$ cat config.mk
export PLATFORM = sky130hd
export DESIGN_NAME = hyperram_arbiter
export DESIGN_NICKNAME = d
export VERILOG_FILES = /design/src/rtl/hyperram_arb_pkg.sv /design/src/rtl/hyperram_arb_pick.sv /design/src/rtl/hyperram_arbiter.sv
export SDC_FILE = /design/constraint.sdc
export NUM_CORES = 1
export LEC_CHECK = 0
export BUFFER_PORTS_ARGS = -buffer_cell sky130_fd_sc_hd__buf_2
export CORE_MARGIN = 3
export CORE_UTILIZATION = 25
export DETAILED_ROUTE_END_ITERATION = 16
export PLACE_DENSITY = 0.68
export SLEW_MARGIN = 5
export SYNTH_ARGS = -nofsm -noshare
export SYNTH_HDL_FRONTEND = slang
export SYNTH_SLANG_ARGS = --single-unit
$ cat constraint.sdc
create_clock -name clk -period 3.41 [get_ports clk]
set_input_delay 0.5115 -clock clk [delete_from_list [all_inputs] [get_ports clk]]
set_output_delay 0.5115 -clock clk [all_outputs]
set_load 0.03 [all_outputs]
$ cat src/rtl/hyperram_arb_pkg.sv
// Shared types and constants for the two-port HyperRAM arbiter.
// Port 0 is the SoC memory port and port 1 is the FT601Q DMA engine.
package hyperram_arb_pkg;

  typedef enum logic [1:0] {
    IDLE = 2'd0,
    CMD  = 2'd1,
    DATA = 2'd2
  } arbState_t;

  localparam logic PORT_CPU = 1'b0;
  localparam logic PORT_DMA = 1'b1;

  localparam int DEF_ADDR_W = 23;
  localparam int DEF_DATA_W = 32;
  localparam int DEF_LEN_W  = 8;

  // One-hot strobe vector for a single port index.
  function automatic logic [1:0] portMask(input logic port);
    portMask = port ? 2'b10 : 2'b01;
  endfunction

endpackage

$ cat src/rtl/hyperram_arb_pick.sv
// Combinational winner select for the HyperRAM arbiter.
// Config macro HYPERRAM_ARB_RR_EN: defined = round-robin ties, undefined = port 0 fixed priority.
module hyperram_arb_pick
  import hyperram_arb_pkg::*;
(
  input  logic [1:0] reqValid,
  input  logic       owner,
  output logic       winner
);

  // Pick the winner; with no request pending the last owner is simply kept.
  always_comb begin
    winner = owner;
    if (reqValid == 2'b11) begin
`ifdef HYPERRAM_ARB_RR_EN
      winner = ~owner;
`else
      winner = PORT_CPU;
`endif
    end else if (reqValid[0]) begin
      winner = PORT_CPU;
    end else if (reqValid[1]) begin
      winner = PORT_DMA;
    end else begin
      winner = owner;
    end
  end

endmodule

$ cat src/rtl/hyperram_arbiter.sv
// Shares one HyperRAM controller command/data interface between the SoC port (0) and the DMA port (1).
// Tie policy is chosen in hyperram_arb_pick via the HYPERRAM_ARB_RR_EN macro.
module hyperram_arbiter
  import hyperram_arb_pkg::*;
#(
  parameter int ADDR_W = DEF_ADDR_W,
  parameter int DATA_W = DEF_DATA_W,
  parameter int LEN_W  = DEF_LEN_W
) (
  input  logic                clk,
  input  logic                resetn,
  input  logic [1:0]          req_valid,
  output logic [1:0]          req_ready,
  input  logic [1:0]          req_write,
  input  logic [2*ADDR_W-1:0] req_addr,
  input  logic [2*LEN_W-1:0]  req_len,
  input  logic [2*DATA_W-1:0] req_wdata,
  input  logic [1:0]          req_wvalid,
  output logic [1:0]          req_wready,
  output logic [DATA_W-1:0]   req_rdata,
  output logic [1:0]          req_rvalid,
  output logic [1:0]          req_done,
  output logic                busy,
  output logic                owner,
  output logic                mem_cmd_valid,
  input  logic                mem_cmd_ready,
  output logic                mem_write,
  output logic [ADDR_W-1:0]   mem_addr,
  output logic [LEN_W-1:0]    mem_len,
  output logic [DATA_W-1:0]   mem_wdata,
  output logic                mem_wvalid,
  input  logic                mem_wready,
  input  logic [DATA_W-1:0]   mem_rdata,
  input  logic                mem_rvalid,
  input  logic                mem_done
);

  arbState_t         state;
  logic [LEN_W:0]    beatCnt;
  logic              winner;
  logic [ADDR_W-1:0] winAddr;
  logic [LEN_W-1:0]  winLen;
  logic              winWrite;
  logic              inData;
  logic              beatOpen;
  logic              ownWvalid;
  logic              wreadyOwn;
  logic              rvalidOwn;
  logic              doneOwn;
  logic              beatFire;

  hyperram_arb_pick uPick (
    .reqValid (req_valid),
    .owner    (owner),
    .winner   (winner)
  );

  // Command fields of the selected requester, sampled on the grant edge.
  always_comb begin
    winAddr  = winner ? req_addr[2*ADDR_W-1:ADDR_W] : req_addr[ADDR_W-1:0];
    winLen   = winner ? req_len[2*LEN_W-1:LEN_W]    : req_len[LEN_W-1:0];
    winWrite = winner ? req_write[1]                : req_write[0];
  end

  // Beat routing: the window stays open for len+1 beats (beatCnt is one bit wider so 256 beats fit).
  always_comb begin
    inData     = (state == DATA);
    beatOpen   = inData && (beatCnt <= {1'b0, mem_len});
    ownWvalid  = owner ? req_wvalid[1] : req_wvalid[0];
    mem_wdata  = owner ? req_wdata[2*DATA_W-1:DATA_W] : req_wdata[DATA_W-1:0];
    mem_wvalid = beatOpen && mem_write && ownWvalid;
    wreadyOwn  = beatOpen && mem_write && mem_wready;
    rvalidOwn  = beatOpen && !mem_write && mem_rvalid;
    doneOwn    = inData && mem_done;
    req_rdata  = mem_rdata;
    if (mem_write) begin
      beatFire = wreadyOwn && ownWvalid;
    end else begin
      beatFire = rvalidOwn;
    end
  end

  // Fan the owner's strobes out; the non-owner bit is always zero.
  always_comb begin
    req_wready = wreadyOwn ? portMask(owner) : 2'b00;
    req_rvalid = rvalidOwn ? portMask(owner) : 2'b00;
    req_done   = doneOwn   ? portMask(owner) : 2'b00;
  end

  // Grant / command / data sequencing with registered status and command outputs.
  always_ff @(posedge clk) begin
    if (!resetn) begin
      state         <= IDLE;
      req_ready     <= 2'b00;
      owner         <= PORT_DMA;
      busy          <= 1'b0;
      mem_cmd_valid <= 1'b0;
      mem_write     <= 1'b0;
      mem_addr      <= {ADDR_W{1'b0}};
      mem_len       <= {LEN_W{1'b0}};
      beatCnt       <= {(LEN_W+1){1'b0}};
    end else begin
      req_ready <= 2'b00;
      case (state)
        IDLE: begin
          if (|req_valid) begin
            state         <= CMD;
            owner         <= winner;
            req_ready     <= portMask(winner);
            busy          <= 1'b1;
            mem_cmd_valid <= 1'b1;
            mem_write     <= winWrite;
            mem_addr      <= winAddr;
            mem_len       <= winLen;
            beatCnt       <= {(LEN_W+1){1'b0}};
          end
        end
        CMD: begin
          if (mem_cmd_ready) begin
            state         <= DATA;
            mem_cmd_valid <= 1'b0;
          end
        end
        DATA: begin
          if (beatFire) begin
            beatCnt <= beatCnt + {{LEN_W{1'b0}}, 1'b1};
          end
          // An early mem_done still ends the burst.
          if (mem_done) begin
            state <= IDLE;
            busy  <= 1'b0;
          end
        end
        default: begin
          state         <= IDLE;
          busy          <= 1'b0;
          mem_cmd_valid <= 1'b0;
        end
      endcase
    end
  end

endmodule

; Yosys cells after proc, flatten, opt, wreduce, memory -nomap -nowiden
; Index checks and enable logic that the tools add are counted.
[classes]
n_addsub = 1
n_lt_le_gt_ge = 1
n_eq_ne = 7
n_mux = 26
bitwise = 2
reduce_logical = 18
[ops]
columns = cell, count
row1 = 32-bit 2-to-1 mux, 1
row2 = 23-bit 2-to-1 mux, 1
row3 = 9-bit 2-to-1 mux, 2
row4 = 9-bit one-hot mux with 2 select lines, 1
row5 = 2-bit 2-to-1 mux, 8
row6 = 3-bit AND reduction, 5
row7 = "9-bit by 1-bit adder with 9-bit output, second input constant", 1
row8 = 9-bit by 8-bit less-or-equal comparator with 1-bit output, 1
row9 = 1-bit 2-to-1 mux, 9
row10 = 1-bit logical AND, 8
row11 = 8-bit 2-to-1 mux, 1
row12 = "2-bit != test, second input constant", 3
row13 = 1-bit one-hot mux with 3 select lines, 2
row14 = 2-bit one-hot mux with 3 select lines, 1
row15 = "2-bit equality test, second input constant", 2
row16 = "2-bit by 1-bit equality test with 1-bit output, second input constant", 1
row17 = 2-bit logical NOT, 1
row18 = "2-bit by 1-bit != test with 1-bit output, second input constant", 1
row19 = 1-bit inverter, 2
row20 = 2-bit AND reduction, 1
row21 = 2-bit nonzero test, 1
row22 = 2-bit OR reduction, 1
row23 = 1-bit logical NOT, 1
[word_totals]
ff_bits = 48
input_bits = 170
output_inout_bits = 108

; Longest topological paths before layout
; Gate-level depths: netlist of run 1.
[logic_depth]
word_depth = 8
depth_mapped = 9
depth_no_buf = 8

; Hierarchy
; Synthesis of run 1 repeated with hierarchy kept, for this count alone.
[unflattened]
hier_cells = 344
area_unflattened_um2 = 3183.1
[by_module_without_submodules]
columns = module, instances, cells_per_inst, area_per_inst_um2
row1 = hyperram_arbiter, 1, 343, 3173.0
row2 = hyperram_arb_pick, 1, 1, 10.0

; Worst setup path before layout of run 1
; Ideal clock, no wire load.
[synth_path]
kind = register -> output
start = register mem_len[7]
end = output req_wready[0]
t_arrival_ps = 2527
slack_ps = 371
stages_incl_launch_ff = 9
cell_sequence = dfxtp_1 -> inv_1 -> ha_1 -> a211oi_2 -> nand2_1 -> a2111o_1 -> nand2_1 -> nand3_1 -> nor3b_1
[synth_between]
elab_chain_cells = 5
[synth_lines]
columns = item, line
row1 = from (decl), hyperram_arbiter.sv:29  ; output logic [LEN_W-1:0] mem_len,
row2 = from (signal assigned), hyperram_arbiter.sv:100  ; mem_len <= {LEN_W{1'b0}};
row3 = from (signal assigned), hyperram_arbiter.sv:114  ; mem_len <= winLen;
row4 = 9-bit by 8-bit less-or-equal comparator with 1-bit output, hyperram_arbiter.sv:68  ; beatOpen = inData && (beatCnt <= {1'b0, mem_len});
row5 = 1-bit logical AND, hyperram_arbiter.sv:68
row6 = 1-bit logical AND (2 in series), hyperram_arbiter.sv:72  ; wreadyOwn = beatOpen && mem_write && mem_wready;
row7 = 2-bit 2-to-1 mux, hyperram_arbiter.sv:85  ; req_wready = wreadyOwn ? portMask(owner) : 2'b00;
row8 = to (decl), hyperram_arbiter.sv:19  ; output logic [1:0] req_wready,
; No other way between the ends.

; Final worst setup path of run 1
; Same ends and word-level chain as after synthesis.

==> results.json, run 1 <==
{
  "period_needed_ns": 3.133,
  "min_path_cells": 2,
  "fin_crit_sh_pct": 91.89,
  "wl_per_cell_um": 16.34,
  "dr.pass1.iters": 4,
  "cp.buffers_inverters": 2,
  "end_kind": "output port",
  "hpwl_um": 8693,
  "min-delay-start": "mem_cmd_valid",
  "grt_max_degree": 66,
  "root_buffer": "clkbuf_16",
  "worst-setup-path-type": "flip-flop to output port",
  "avgSynthCellArea_um2": 8.902,
  "seq_area_frac_synth_pct": 31.84,
  "worst_ep_arrival_time_ns": 2.62,
  "nNetsFinal": 689,
  "timing.critical_path.mode_cell": "nand2_1",
  "grt_pass1_wl_um": 15240,
  "holdBufCountCts": 0,
  "cp_slowest_cell": "a2111o_1",
  "cts_sinks": 48,
  "cp-start-kind": "flip-flop",
  "fillerInstances": 1229,
  "ff2ff_setup_slack_ns": 0.74,
  "cap_violations": 0,
  "cp_top_family": "simple AND/OR/NAND/NOR gates",
  "tritoncts": "done",
  "grt_usage_pct": 14.54,
  "antenna_found_initial": 0,
  "overflow": 0,
  "critical_path.cell_chain": "inv_1, ha_1, a211oi_2, nand2_1, a2111o_1, nand2_1, nand3_1, nor3b_1, buf_2",
  "synth_edf_count": 0,
  "synthCells": 339,
  "synthesis.nets": 518,
  "ant_nets": 0,
  "ys_types": 40,
  "clockBufferDepth": 2,
  "vias": 3107,
  "die_h_um": 115.9,
  "grt_setup_unrepaired": "no",
  "hp-class": "flip-flop to flip-flop",
  "drtIter0Drc": 106,
  "final_cell_area_mm2": 0.004128,
  "slowest_delay_ns": 0.41,
  "io_pins": 278,
  "synth_ff_type": "dfxtp_1",
  "hold_viol": 0,
  "status": "complete, no violations",
  "worstReg2RegStart": "mem_len[7]",
  "crit_cells": 9,
  "dieArea_mm2": 0.01343,
  "drc_errors": 0,
  "power_density_mw_per_mm2": 441.5,
  "r2r_cells": 8,
  "num_rows": 39,
  "fin_util_pct": 35.54,
  "clk_pin_slew_ns": 0.07,
  "clock-skew-final_ns": 0.01046,
  "place_congestion": 0.7402,
  "tightest_slew_ns": 1.160,
  "viasPerCell": 4.751,
  "synth_area_mm2": 0.003018,
  "drive_gt1_share_pct": 52.05,
  "finalMaxSlewViolations": 0,
  "diodes": 0,
  "synth_seq_cells": 48,
  "async_flop_share_pct": 0,
  "dpl_cell_area_mm2": 0.003981,
  "setup_viol": 0,
  "ctsHtreeMaxLevel": 2,
  "cts_post_setup_buffers_inserted": 0,
  "worstPathMaxFanout": 3,
  "wirelength_um": 10680,
  "p_leak_nw": 2.101,
  "fmax_ghz": 0.3191,
  "relSlewSlack_pct": 22.70,
  "tns_ns": 0,
  "cts_buffers": 5,
  "p_total_mw": 1.822,
  "whs_endpoint": "mem_cmd_valid",
  "cts_resized": 0,
  "io_buffers": 213,
  "initial_core_util_pct": 25.99,
  "ir_drop_mv": 0.2043,
  "grt_pass1_vias": 3039,
  "cp_data_required_time_ns": 2.90,
  "area_delta_synth_final_pct": 36.77,
  "die_x_um": 115.9,
  "clock_latency_ns": 0.29,
  "core_area_mm2": 0.01161,
  "worst_r2r_endpoint": "beatCnt[7]",
  "yosys_warnings": 0
}
[kinds of logic (layout without fill, tap and decap cells)]
family	Yosys count	after routing	synth area share, %
AOI/OAI and AO/OA	64	64	15.30
adders and majority gates	9	9	3.731
buffers and inverters	66	238	12.52
DFF	48	48	31.84
muxes	65	65	22.89
and+or+nand+nor	87	87	13.72
[layout make-up]
class	instances	area (um2)	share of cell area, %
Tap cell	143	178.9	4.335
Sequential cell	48	962.2	23.31
Inverter	12	45.04	1.091
Multi-Input combinational cell	225	1692	40.98
Clock buffer	5	125.1	3.031
Timing Repair Buffer	218	1104	26.74
Clock inverter	3	21.27	0.5153
[cells in the mapped netlist (all sizes together) (8+ instances only)]
library cell / instances / share of area, %
dfxtp: 48 / 32
buf: 40 / 9.3
nor2: 40 / 5.0
a211oi: 34 / 8.6
mux2i: 33 / 11
mux2: 32 / 12
clkbuf: 14 / 1.7
nand2: 14 / 1.7
inv: 11 / 1.4
nand3: 10 / 1.7
ha: 9 / 3.7
a21oi: 8 / 1.3
[placed cells by master, fill, tap and decap left out, types with 8 or more instances in the layout]
master / synthesis / layout
buf_2: 2 / 213
dfxtp_1: 48 / 47
nor2_1: 40 / 40
mux2i_1: 33 / 33
a211oi_1: 33 / 33
mux2_2: 32 / 32
nand2_1: 14 / 14
inv_1: 11 / 11
nand3_1: 10 / 10
ha_1: 9 / 9
a21oi_1: 8 / 8
[layer usage]
layer | vias up | GRT usage, % | wire [um]
li1 | 1531 | - | -
met1 | 1406 | 16.78 | 4145
met2 | 151 | 27.31 | 5570
met3 | 19 | 2.768 | 824
met4 | 0 | 3.790 | 143
met5 | - | 0 | 0
[worst max-delay path by stage]
stage               start       endpoint  slack, ns
3_3_place_gp   mem_len[7]  req_wready[0]       0.68
2_1_floorplan  mem_len[7]  req_wready[0]       0.37
5_1_grt        mem_len[7]  req_wready[0]       0.15
4_1_cts        mem_len[7]  req_wready[0]       0.26
6_report       mem_len[7]  req_wready[0]       0.28
3_5_place_dp   mem_len[7]  req_wready[0]       0.63
[report_power, final]
group          switching [mW]  internal (mW)  leakage, nW
logic                   0.418          0.252         1.63
registers              0.0353          0.616        0.397
clock network           0.227          0.273       0.0702
[sequential cells by signal, indices dropped and copies added, names as in the netlist]
signal         count
state              2
mem_write          1
mem_cmd_valid      1
owner              1
beatCnt            9
req_ready          2
mem_addr          23
mem_len            8
busy               1
[worst min-delay path: cells and delay by family (launching register included)]
kind               cells  cell delay [ns]
AOI/OAI and AO/OA      1             0.05
DFF                    1             0.31
and+or+nand+nor        1             0.05
[metrics by stage]
stage	std cells	hold slack, ns	setup WS, ns
after floorplan	339	0.4621	0.3711
after global placement	646	0.4482	0.6842
after detailed placement	646	0.4523	0.6323
after CTS	654	0.4629	0.2616
after global routing	654	0.4751	0.1548
final	654	0.4620	0.2766
Power figures use the tool's default switching activity.
==> run 2: changes to the inputs <==
--- a/config.mk
+++ b/config.mk
@@ -6,10 +6,13 @@
 export NUM_CORES = 1
 export LEC_CHECK = 0
 export BUFFER_PORTS_ARGS = -buffer_cell sky130_fd_sc_hd__buf_2
+export CELL_PAD_IN_SITES_DETAIL_PLACEMENT = 1
+export CELL_PAD_IN_SITES_GLOBAL_PLACEMENT = 1
 export CORE_MARGIN = 3
-export CORE_UTILIZATION = 25
+export CORE_UTILIZATION = 27
 export DETAILED_ROUTE_END_ITERATION = 16
-export PLACE_DENSITY = 0.68
+export PLACE_DENSITY = 0.95
+export REMOVE_ABC_BUFFERS = 1
 export SLEW_MARGIN = 5
 export SYNTH_ARGS = -nofsm -noshare
 export SYNTH_HDL_FRONTEND = slang
==> results.json, run 2 (synthesized netlist as in run 1, its figures left out) <==
{
  "cts_buffers": 5,
  "ctsHtreeMaxLevel": 2,
  "clock_latency_ns": 0.31,
  "drc_errors": 0,
  "power_density_mw_per_mm2": 419.5,
  "io_buffers": 213,
  "use_met3_pct": 10.82,
  "cts_post_setup_buffers_inserted": 0,
  "wirelength_um": 12770,
  "ir_drop_mv": 0.2070,
  "cts_resized": 0,
  "die_x_um": 111.7,
  "clockBufferDepth": 2,
  "cts_sinks": 48,
  "io_pins": 278,
  "hold_viol": 0,
  "grt_pass1_vias": 3335,
  "worst_ep_arrival_time_ns": 2.54,
  "diodes": 0,
  "wl_per_cell_um": 19.74,
  "area_delta_synth_final_pct": 34.83,
  "p_total_mw": 1.707,
  "core_area_mm2": 0.01060,
  "status": "complete, no violations",
  "final_cells": 647,
  "end_kind": "output port",
  "setup_viol": 0,
  "worstPathMaxFanout": 3,
  "reg_top3": "mem_addr: 23 flops, beatCnt: 9 flops, mem_len: 8 flops",
  "nNetsFinal": 689,
  "final_common_cell": "buf_2",
  "cp-start-kind": "flip-flop",
  "clock-skew-final_ns": 0.007174,
  "viasPerCell": 5.017,
  "relSlewSlack_pct": 59.29,
  "max_flop_register": "mem_addr",
  "dieArea_mm2": 0.01248,
  "drive_gt1_share_pct": 52.05,
  "met1_usage_pct": 22.66,
  "ant_nets": 0,
  "antenna_found_initial": 0,
  "fmax_ghz": 0.3272,
  "initial_core_util_pct": 28.47,
  "dr.pass1.iters": 4,
  "final_cell_mix": "buf_2 (213), dfxtp_1 (47), nor2_1 (40)",
  "fin_util_pct": 38.38,
  "busiest_layer": "met2",
  "fin_crit_sh_pct": 89.63,
  "period_needed_ns": 3.056,
  "met2_usage_pct": 32.33,
  "num_rows": 37,
  "worst-setup-path-type": "flip-flop to output port",
  "die_h_um": 111.7,
  "grt_pass1_wl_um": 18950,
  "holdBufCountCts": 0,
  "finalMaxSlewViolations": 0,
  "hp-class": "flip-flop to flip-flop",
  "largest_register_ffs": 23,
  "vias": 3246,
  "cap_violations": 0,
  "dp_cells": 639,
  "place_congestion": 0.8588,
  "hpwl_um": 10660,
  "p_leak_nw": 2.082,
  "root_buffer": "clkbuf_8",
  "clk_pin_slew_ns": 0.10,
  "tightest_slew_ns": 0.6052,
  "tritoncts": "done",
  "grt_max_degree": 42,
  "drtIter0Drc": 69,
  "cp_data_required_time_ns": 2.90,
  "grt_setup_unrepaired": "no",
  "grt_usage_pct": 19.72,
  "overflow": 0
}
## run 2: worst max-delay path, stage by stage (launching register included)
cell	delay (ns)
dfxtp_1	0.36
inv_1	0.05
ha_1	0.32
a211oi_2	0.22
nand2_1	0.10
a2111o_1	0.39
nand2_1	0.14
nand3_1	0.15
nor3b_1	0.26
buf_2	0.24
## run 2: cell type report
type / instances / area, um2
clock buffer: 6 / 82.58
clock inverter: 2 / 13.76
fill: 1325 / 6533
inverter: 12 / 45.04
multi-input combinational: 225 / 1692
sequential: 48 / 962.2
tap: 136 / 170.2
timing repair buffer: 218 / 1104
## run 2: metal layers
layer  wire, um  share of wire, %
met5         80              0.63
met4        116              0.91
met3       1651                13
met2       5768                45
met1       5153                40
## run 2: through the flow
stage                     hold WS, ns  setup TNS [ns]  area [um2]  setup WS (ns)
final                          0.4634               0        4069         0.3538
after global routing           0.4931               0        4069         0.2198
after CTS                      0.4730               0        4069         0.3556
after detailed placement       0.4594               0        3973         0.7386
after global placement         0.4462               0        3973         0.7860
after floorplan                0.4621          -14.50        2685        -0.4451
## run 2: power breakdown
group	switching, mW	internal (mW)	total, mW	leakage (nW)
Clock	0.210	0.166	0.377	0.0516
Combinational	0.427	0.252	0.679	1.63
Sequential	0.0353	0.616	0.651	0.397
## run 2: final timing paths
path / from / to / slack, ns / depth (start not counted)
min reg2reg: busy / busy / 0.46 / 2
max: mem_len[7] / req_wready[0] / 0.35 / 9
max reg2reg: mem_len[7] / beatCnt[6] / 0.85 / 8
min: busy / busy / 0.46 / 2
